===== src/rtl/md_cell_pkg.sv =====
// Shared definitions for the cell motion-update datapath: velocity word layout and
// the update sequencer's state encoding.
package md_cell_pkg;

  localparam int VEL_WIDTH  = 96;
  localparam int COMP_WIDTH = 32;
  localparam int VX_LSB     = 0;
  localparam int VY_LSB     = 32;
  localparam int VZ_LSB     = 64;

  typedef enum logic [2:0] {
    ST_IDLE,
    ST_RD_CNT,
    ST_WAIT_CNT,
    ST_STREAM,
    ST_DRAIN,
    ST_DONE
  } state_t;

endpackage


===== src/rtl/vel_skid_fifo.sv =====
// Two-entry FIFO holding returned velocity words with their particle id.
// Head is visible combinationally; the caller guarantees no push when full without a pop.
module vel_skid_fifo #(
  parameter int WIDTH = 104
) (
  input  logic             clock,
  input  logic             rst_n,
  input  logic             flush,
  input  logic             push,
  input  logic [WIDTH-1:0] push_data,
  input  logic             pop,
  output logic [WIDTH-1:0] head,
  output logic [1:0]       occ
);

  logic [WIDTH-1:0] entry [2];
  logic             rd_idx;
  logic             wr_idx;
  logic             do_pop;

  assign do_pop = pop && (occ != 2'd0);
  assign head   = entry[rd_idx];

  always_ff @(posedge clock or negedge rst_n) begin
    if (!rst_n) begin
      entry[0] <= '0;
      entry[1] <= '0;
      rd_idx   <= 1'b0;
      wr_idx   <= 1'b0;
      occ      <= 2'd0;
    end else if (flush) begin
      rd_idx <= 1'b0;
      wr_idx <= 1'b0;
      occ    <= 2'd0;
    end else begin
      if (push) begin
        entry[wr_idx] <= push_data;
        wr_idx        <= ~wr_idx;
      end
      if (do_pop) rd_idx <= ~rd_idx;
      occ <= occ + {1'b0, push} - {1'b0, do_pop};
    end
  end

endmodule


===== src/rtl/velocity_cell_update_ctrl.sv =====
// Motion-update sequencer for one cell's velocity RAM: reads the particle count, streams
// velocities 1..N out over valid/ready and writes the in-order updates back to 1..N.
module velocity_cell_update_ctrl
  import md_cell_pkg::*;
#(
  parameter int DATA_WIDTH   = VEL_WIDTH,
  parameter int PARTICLE_NUM = 220,
  parameter int ADDR_WIDTH   = 8,
  parameter int RD_LATENCY   = 1
) (
  input  logic                  clock,
  input  logic                  rst_n,
  input  logic                  start,
  output logic                  busy,
  output logic                  done,
  output logic [ADDR_WIDTH-1:0] particle_cnt,
  output logic                  cnt_err,
  output logic                  wb_err,
  output logic [ADDR_WIDTH-1:0] mem_address,
  output logic [DATA_WIDTH-1:0] mem_data,
  output logic                  mem_rden,
  output logic                  mem_wren,
  input  logic [DATA_WIDTH-1:0] mem_q,
  output logic [DATA_WIDTH-1:0] vel_out,
  output logic [ADDR_WIDTH-1:0] vel_out_id,
  output logic                  vel_out_valid,
  input  logic                  vel_out_ready,
  input  logic [DATA_WIDTH-1:0] wb_data,
  input  logic                  wb_valid
);

  localparam logic [ADDR_WIDTH-1:0] MAX_CNT = ADDR_WIDTH'(PARTICLE_NUM - 1);
  localparam int FW = DATA_WIDTH + ADDR_WIDTH;

  state_t state, state_nxt;
  logic [ADDR_WIDTH-1:0] rd_ptr, wb_ptr, q_cnt, cnt_clamped;
  logic [3:0] wait_cnt, inflight, credit_used;
  logic [RD_LATENCY-1:0] sh_vld;
  logic [RD_LATENCY-1:0][ADDR_WIDTH-1:0] sh_id;
  logic [RD_LATENCY:0] sh_vld_nxt;
  logic [RD_LATENCY:0][ADDR_WIDTH-1:0] sh_id_nxt;
  logic [FW-1:0] fifo_head;
  logic [1:0] fifo_occ;
  logic cnt_over, start_acc, wait_last, wb_pending, wb_write, rd_issue, fifo_pop, fifo_push;

  assign q_cnt       = mem_q[ADDR_WIDTH-1:0];
  assign cnt_over    = q_cnt > MAX_CNT;
  assign cnt_clamped = cnt_over ? MAX_CNT : q_cnt;
  assign wait_last   = (wait_cnt == 4'(RD_LATENCY - 1));
  assign start_acc   = (state == ST_IDLE) && start;
  assign wb_pending  = ((state == ST_STREAM) || (state == ST_DRAIN)) && (wb_ptr <= particle_cnt);
  assign wb_write    = wb_valid && wb_pending;

  // Reads are credited against FIFO space, counting the entry leaving this cycle, so the
  // two FIFO slots can never be oversubscribed by data still in the RAM pipeline.
  assign vel_out_valid = (fifo_occ != 2'd0);
  assign fifo_pop      = vel_out_valid && vel_out_ready;
  assign inflight      = 4'($countones(sh_vld));
  assign credit_used   = {2'b00, fifo_occ} + inflight - {3'b000, fifo_pop};
  assign rd_issue      = (state == ST_STREAM) && (rd_ptr <= particle_cnt)
                         && (credit_used < 4'd2) && !wb_write;
  assign fifo_push     = sh_vld[RD_LATENCY-1];
  assign sh_vld_nxt    = {sh_vld, rd_issue};
  assign sh_id_nxt     = {sh_id, rd_ptr};

  assign vel_out    = vel_out_valid ? fifo_head[DATA_WIDTH-1:0] : '0;
  assign vel_out_id = vel_out_valid ? fifo_head[FW-1:DATA_WIDTH] : '0;
  assign busy       = (state != ST_IDLE) && (state != ST_DONE);
  assign done       = (state == ST_DONE);

  vel_skid_fifo #(.WIDTH(FW)) u_fifo (
    .clock     (clock),
    .rst_n     (rst_n),
    .flush     (start_acc),
    .push      (fifo_push),
    .push_data ({sh_id[RD_LATENCY-1], mem_q}),
    .pop       (fifo_pop),
    .head      (fifo_head),
    .occ       (fifo_occ)
  );

  always_ff @(posedge clock or negedge rst_n) begin
    if (!rst_n) state <= ST_IDLE;
    else        state <= state_nxt;
  end

  always_comb begin
    state_nxt = state;
    case (state)
      ST_IDLE:     if (start) state_nxt = ST_RD_CNT;
      ST_RD_CNT:   state_nxt = ST_WAIT_CNT;
      ST_WAIT_CNT: if (wait_last) state_nxt = (cnt_clamped == '0) ? ST_DONE : ST_STREAM;
      ST_STREAM:   if (rd_issue && (rd_ptr == particle_cnt)) state_nxt = ST_DRAIN;
      ST_DRAIN:    if (!wb_pending || (wb_write && (wb_ptr == particle_cnt))) state_nxt = ST_DONE;
      default:     state_nxt = ST_IDLE;
    endcase
  end

  // Write-back owns the port when present; a blocked read simply retries next cycle.
  always_comb begin
    mem_address = '0;
    mem_data    = '0;
    mem_rden    = 1'b0;
    mem_wren    = 1'b0;
    if (wb_write) begin
      mem_wren    = 1'b1;
      mem_address = wb_ptr;
      mem_data    = wb_data;
    end else if (state == ST_RD_CNT) begin
      mem_rden = 1'b1;
    end else if (rd_issue) begin
      mem_rden    = 1'b1;
      mem_address = rd_ptr;
    end
  end

  always_ff @(posedge clock or negedge rst_n) begin
    if (!rst_n) begin
      particle_cnt <= '0;
      cnt_err      <= 1'b0;
      wb_err       <= 1'b0;
      rd_ptr       <= '0;
      wb_ptr       <= '0;
      wait_cnt     <= 4'd0;
      sh_vld       <= '0;
      sh_id        <= '0;
    end else begin
      if (start_acc) begin
        particle_cnt <= '0;
        cnt_err      <= 1'b0;
        wb_err       <= 1'b0;
        rd_ptr       <= ADDR_WIDTH'(1);
        wb_ptr       <= ADDR_WIDTH'(1);
      end else begin
        if ((state == ST_WAIT_CNT) && wait_last) begin
          particle_cnt <= cnt_clamped;
          cnt_err      <= cnt_over;
        end
        if (rd_issue) rd_ptr <= rd_ptr + ADDR_WIDTH'(1);
        if (wb_write) wb_ptr <= wb_ptr + ADDR_WIDTH'(1);
        if (wb_valid && !wb_pending) wb_err <= 1'b1;
      end
      wait_cnt <= (state == ST_WAIT_CNT) ? wait_cnt + 4'd1 : 4'd0;
      sh_vld   <= sh_vld_nxt[RD_LATENCY-1:0];
      sh_id    <= sh_id_nxt[RD_LATENCY-1:0];
    end
  end

endmodule


===== config.mk =====
export PLATFORM = sky130hd
export DESIGN_NAME = velocity_cell_update_ctrl
export DESIGN_NICKNAME = d
export VERILOG_FILES = /design/src/rtl/md_cell_pkg.sv /design/src/rtl/vel_skid_fifo.sv /design/src/rtl/velocity_cell_update_ctrl.sv
export SDC_FILE = /design/constraint.sdc
export NUM_CORES = 1
export LEC_CHECK = 0
export BUFFER_PORTS_ARGS = -buffer_cell sky130_fd_sc_hd__clkbuf_2
export CELL_PAD_IN_SITES_DETAIL_PLACEMENT = 0
export CELL_PAD_IN_SITES_GLOBAL_PLACEMENT = 2
export CORE_MARGIN = 2
export CORE_UTILIZATION = 29
export DETAILED_ROUTE_END_ITERATION = 8
export PLACE_DENSITY = 0.85
export SKIP_CTS_REPAIR_TIMING = 1
export SYNTH_ARGS = -nofsm -noshare
export SYNTH_HDL_FRONTEND = slang
export SYNTH_HIERARCHICAL = 1
export SYNTH_SLANG_ARGS = --single-unit

===== constraint.sdc =====
create_clock -name clock -period 3.25 [get_ports clock]
set_input_delay 0.4875 -clock clock [delete_from_list [all_inputs] [get_ports clock]]
set_output_delay 0.4875 -clock clock [all_outputs]
set_load 0.02 [all_outputs]

; After elaboration in Yosys (flattened, before gate mapping)
; Cells that the tools add are included.
; W data, S select, Z words.
[totals]
regBits = 254
latch_bits = 0
ram_bits = 0
romBits = 0
output_inout_bits = 223
wordCells = 115
mem_count = 0
[classes]
n_addsub = 7
n_mul = 0
div = 0
n_lt_le_gt_ge = 7
eq_ne = 12
shifts = 0
muxes = 39
bitwise_logic = 5
n_reduce_logical = 31
[op_table]
columns = cell, n
row1 = $mux W104, 4
row2 = $bwmux W208, 1
row3 = $mux W96, 2
row4 = $demux W104 S1, 1
row5 = $mux W8, 11
row6 = $add A8 B1 Y8 const B, 2
row7 = $eq A8 B8 Y1, 2
row8 = $le A8 B8 Y1, 2
row9 = $mux W3, 5
row10 = $pmux W3 S5, 1
row11 = $logic_and A1 B1 Y1, 14
row12 = $reduce_bool A2 Y1, 7
row13 = $mux W1, 12
row14 = $gt A8 B8 Y1 const B, 1
row15 = $logic_not A8 Y1, 1
row16 = $eq A3 B2 Y1 const B, 2
row17 = $eq A3 B3 Y1 const B, 2
row18 = $add A4 B1 Y4 const B, 1
row19 = $ge A2 B2 Y1 const B, 2
row20 = $logic_not A4 Y1, 1
row21 = $lt A4 B2 Y1 const B, 1
row22 = $mux W4, 1
row23 = $ne A2 B1 Y1 const B, 2
row24 = $ne A2 B2 Y1 const B, 2
row25 = 16 further kinds, 21

; Longest topological paths before layout
[depth]
depth_word = 9
depth_mapped = 13
depth_no_buf = 10

; Modules after synthesis
; The synthesis kept the hierarchy.
[by_module_without_submodules]
columns = module, instances, cells_each, area_each_um2
row1 = vel_skid_fifo, 1, 573, 9142.5
row2 = velocity_cell_update_ctrl, 1, 485, 3834.9

; Worst setup path after synthesis
; OpenSTA, ideal clock, no wires.
[synth_timing]
path_kind = register to output
startpoint = reg u_fifo.occ[1]
endpoint = out mem_address[0]
arrival_time_ps = 2952
t_required_ps = 2762
path_slack_ps = -189
stages_incl_launch_ff = 13
n_path_buf = 3
cell_sequence = dfrtp_1 or2_2 clkbuf_1 and2_1 nand2b_1 fa_1 nor2_4 nand2b_4 or4_4 buf_6 nor2_1 buf_2 a22o_1
[synth_between]
elab_chain_cells = 9
elab_cells_between_ends = 10
[synth_rtl]
columns = item, line
row1 = "start, declared", vel_skid_fifo.sv:13  ; output logic [1:0] occ
row2 = "start signal, assigned", vel_skid_fifo.sv:41  ; occ <= occ + {1'b0, push} - {1'b0, do_pop};
row3 = $reduce_bool A2 Y1, velocity_cell_update_ctrl.sv:56  ; assign vel_out_valid = (fifo_occ != 2'd0);
row4 = $logic_and A1 B1 Y1, velocity_cell_update_ctrl.sv:57  ; assign fifo_pop = vel_out_valid && vel_out_ready;
row5 = net fifo_pop, velocity_cell_update_ctrl.sv:44  ; logic cnt_over, start_acc, wait_last, wb_pending, wb_write, rd_issue, fifo_pop, fifo_push;
row6 = $sub A3 B1 Y4, velocity_cell_update_ctrl.sv:59  ; assign credit_used = {2'b00, fifo_occ} + inflight - {3'b000, fifo_pop};
row7 = $lt A4 B2 Y1, velocity_cell_update_ctrl.sv:61  ; && (credit_used < 4'd2) && !wb_write;
row8 = $logic_and A1 B1 Y1 (2 in a row), velocity_cell_update_ctrl.sv:61
row9 = net rd_issue, velocity_cell_update_ctrl.sv:44
row10 = $mux W8, velocity_cell_update_ctrl.sv:111  ; end else if (rd_issue) begin
row11 = $mux W8, velocity_cell_update_ctrl.sv:109  ; end else if (state == ST_RD_CNT) begin
row12 = $mux W8, velocity_cell_update_ctrl.sv:105  ; if (wb_write) begin
row13 = "end, declared", velocity_cell_update_ctrl.sv:19  ; output logic [ADDR_WIDTH-1:0] mem_address,
; The timed path passes the listed nets, and every way through them passes these cells.

; Final worst setup path
[layout_timing]
startpoint = reg u_fifo.occ[0]
endpoint = out mem_address[4]
[layout_between]
elab_chain_cells = 9
elab_cells_between_ends = 10
[layout_rtl]
columns = item, line
row1 = $reduce_bool A2 Y1, velocity_cell_update_ctrl.sv:56
row2 = $logic_and A1 B1 Y1, velocity_cell_update_ctrl.sv:57
row3 = net fifo_pop, velocity_cell_update_ctrl.sv:44
row4 = $sub A3 B1 Y4, velocity_cell_update_ctrl.sv:59
row5 = $lt A4 B2 Y1, velocity_cell_update_ctrl.sv:61
row6 = $logic_and A1 B1 Y1 (2 in a row), velocity_cell_update_ctrl.sv:61
row7 = $mux W8, velocity_cell_update_ctrl.sv:111
row8 = $mux W8, velocity_cell_update_ctrl.sv:109
row9 = $mux W8, velocity_cell_update_ctrl.sv:105
; The timed path passes the listed nets, and every way through them passes these cells.

==> impl_results.md <==
* Switching share of total power at 28.8%
* Register area share after synthesis at 49.0%
* Area delta synth->final at 34.6%
* Worst r2r src: u_fifo/occ[0]
* Peak supply drop at 374 uV
* Post-Syn Area at 13000 sq um
* Commonest non-fill, non-tap cell in the layout: clkbuf_2
* Max Cap Violations at 0
* Die Ht at 216 um
* Yosys Warn Count at 6
* Post-synthesis compound-gate area fraction at 3.24%
* Adder-Cell Fraction of Synth Area at 2.28%
* Layout Utilization at 39.5%
* Mean Syn Cell Area at 12.3 sq um
* Post-route ant nets at 0
* DRT iter0 DRCs at 494
* XOR/XNOR Fraction of Synth Area at 0.511%
* Multi-input gate area at 6440 sq um
* Violated checks: hold timing, setup timing
* Top FF cell, synth: dfrtp_1
* Clock root buffer: clkbuf_16
* Post-synth EDFFs at 0
* Remaining global-route overflow at 0
* # port buffers at 419
* Yosys top cell by area: dfrtp_1
* Switching pwr at 0.00245 W
* Routability congestion estimate at 0.879
* Flip-flop and latch area at 6370 sq um
* Share of layout cells above drive strength 1 at 54.3%
* DIE AREA at 46500 sq um
* CTS H-tree depth at 1
* Kind of critical path: flop to output port
* Initial core utilization at 29.3%
* Reg-to-reg endpoint: rd_ptr[6]
* Placed Cells at 2039
* Antenna violations before repair at 4
* Worst-Margin Slew at 1050 ps
* Combinational Power Share at 19.4%
* Startpoint Class: flop
* Net Count, Synth at 1278
* Number of fillers in the final layout at 4344
* Max frequency at 278 MHz
* Largest family of logic cells by synthesized area: multiplexers
* Worst clock skew at 15.6 ps
* Fin Setup TNS at -2700 ps
* Hold_ws at -30.9 ps
* Mean routed wirelength per cell at 20.0 um
* Top cells by area, synth: dfrtp_1, mux2_2, and2_1, mux2_1, ha_1
* Crit. End Element: output port
* Unique masters post-synth at 52
* Simple-Gate Fraction of Synth Area at 13.9%
* Synth async-reset ratio at 100%
* Pins Over Slew Limit at 0
* Crit path time final at 3600 ps
* Crit path arrival time at 3110 ps
* Number of global-route vias before repair at 10100
* CTS tree: yes
* CTS Sinks at 254
* Row count at 77
* Leak at 9.37 nW
* # nets final at 1715
* Dpl hpwl at 30.8 mm
* Total Routing Usage GR at 17.2%
* Synthesized flop and latch total at 254
* Mux cell area share after synthesis at 27.9%
* Worst setup path endpoint: mem_address[4]
* First-pass GRT wire length at 61.6 mm
* Type of the worst min-delay path: primary input to async pin
* Pwr dens at 487 nW/um^2
* Placed Area at 16000 sq um
* Final instance area at 17500 sq um
* # setup viols final at 9
* Max Root-Sink Buffers at 3
* Final period util at 111%
* R2R Setup Slk at 400 ps
* Drc violations at 0
* Pre-antenna DRT Iters at 4
* IO Count at 420
* Worst R2R Path Depth at 10
* Cells after synthesis at 1058
* Pint at 0.00606 W
* Vias at 9873
* Clock Latency Late Sink at 570 ps
* Share of the synthesized area in the top cell type at 49.0%
* CTS buffer count at 30
* Clock share of power at 40.9%
* Critical path startpoint: u_fifo/occ[0]
* Final WL at 42.3 mm
* CTS clk-pin slew, worst paths at 60 ps
* Largest net degree at the start of global routing at 103
* Cell Count, Final, Fillers Out at 2113
* Outcome: complete, but fails checks
* Most frequent cells in the layout: clkbuf_2, mux2_2, dfrtp_1, and2_1, mux2_1
* Critical path data required time at 2760 ps
* Worst setup margin at -348 ps
* Core Area at 44200 sq um
* Vias per cell at 4.67
* Maximum fanout along the worst path at 6
* Reg power frac at 39.7%
* Die width at 216 um
* Max_slew headroom at 30.2%
* RSZ-0062 raised after global routing: yes
* Final Hold Fails at 51
* Tot Pwr at 0.00850 W
stage by stage:
step	setup slack (ps)	hold slack, ps
finish	-348	-30.9
global placement	-24.5	463
floorplan	39.8	192
global route	-428	1.58
detailed placement	-41.7	471
CTS	-527	-18.9
how the worst min path moves through the flow:
stage,end,slack [ps],depth (start not counted)
2_1_floorplan,cnt_err,190,0
3_3_place_gp,u_fifo/entry[153],460,1
3_5_place_dp,u_fifo/entry[174],470,1
4_1_cts,u_fifo/entry[133],-20,1
5_1_grt,u_fifo/entry[191],2,1
6_report,u_fifo/entry[191],-30,1
power groups by stage:
stage	combinational [W]	sequential, W	clock, W
finish	0.00165	0.00338	0.00348
global route	0.00179	0.00340	0.00374
CTS	0.00157	0.00337	0.00360
detailed placement	0.00156	0.00343	0
global placement	0.00155	0.00343	0
floorplan	0.00103	0.00333	0
routing by layer:
| layer | track usage [%] | up-vias | wire length (um) |
|---|---|---|---|
| met5 | 0 | - | 0 |
| met4 | 7.40 | 0 | 2150 |
| met3 | 4.76 | 81 | 3180 |
| met2 | 30.2 | 384 | 21100 |
| met1 | 19.6 | 4851 | 15800 |
| li1 | - | 4557 | - |
flip-flops by register name (all words and copies together) (netlist names):
name           count
state              3
wait_cnt           4
fifo_push          1
rd_ptr             8
wb_err             1
u_fifo/entry     208
u_fifo/occ         2
u_fifo/rd_idx      1
particle_cnt       8
u_fifo/wr_idx      1
sh_id              8
wb_ptr             8
cnt_err            1
cells by family (layout without fill, tap and decap cells):
logic type	after synthesis	in the layout
buf+inv	87	542
mux	322	322
simple gates	303	303
fa+ha+maj	23	23
compound gates	63	67
xor+xnor	6	6
flops	254	254
other cells	0	4
layout make-up:
| cell class | instances | area share [%] |
|---|---|---|
| Inverter | 20 | 0.459 |
| Timing Repair Buffer | 468 | 16.0 |
| Tap cell | 592 | 4.24 |
| Antenna cell | 4 | 0.0573 |
| Sequential cell | 254 | 36.5 |
| Multi-Input combinational cell | 721 | 36.9 |
| Clock inverter | 14 | 1.11 |
| Clock buffer | 40 | 4.80 |
synthesized netlist by cell type, types with 4 or more instances:
cell type / number
a21oi_1: 17
a22o_1: 8
and2_1: 204
and3_1: 5
buf_2: 18
buf_4: 13
clkbuf_1: 33
dfrtp_1: 254
ha_1: 22
inv_1: 19
mux2_1: 60
mux2_2: 253
mux2i_1: 9
nand2_1: 28
nand2b_1: 4
nand3_1: 11
nand4_1: 6
nor2_1: 20
nor2b_1: 5
o21ai_0: 11
o31ai_1: 12
or4_1: 4
worst max-delay path, cell delays in order (launching register included):
cell,delay (ps)
dfrtp_1,400
or2_4,260
and2_4,150
nand2b_4,60
fa_1,440
nor2_4,160
nand2b_4,60
or4_4,440
nor2_4,210
buf_12,150
a22o_4,110
buf_6,110
(Power assumes the default switching activity.)
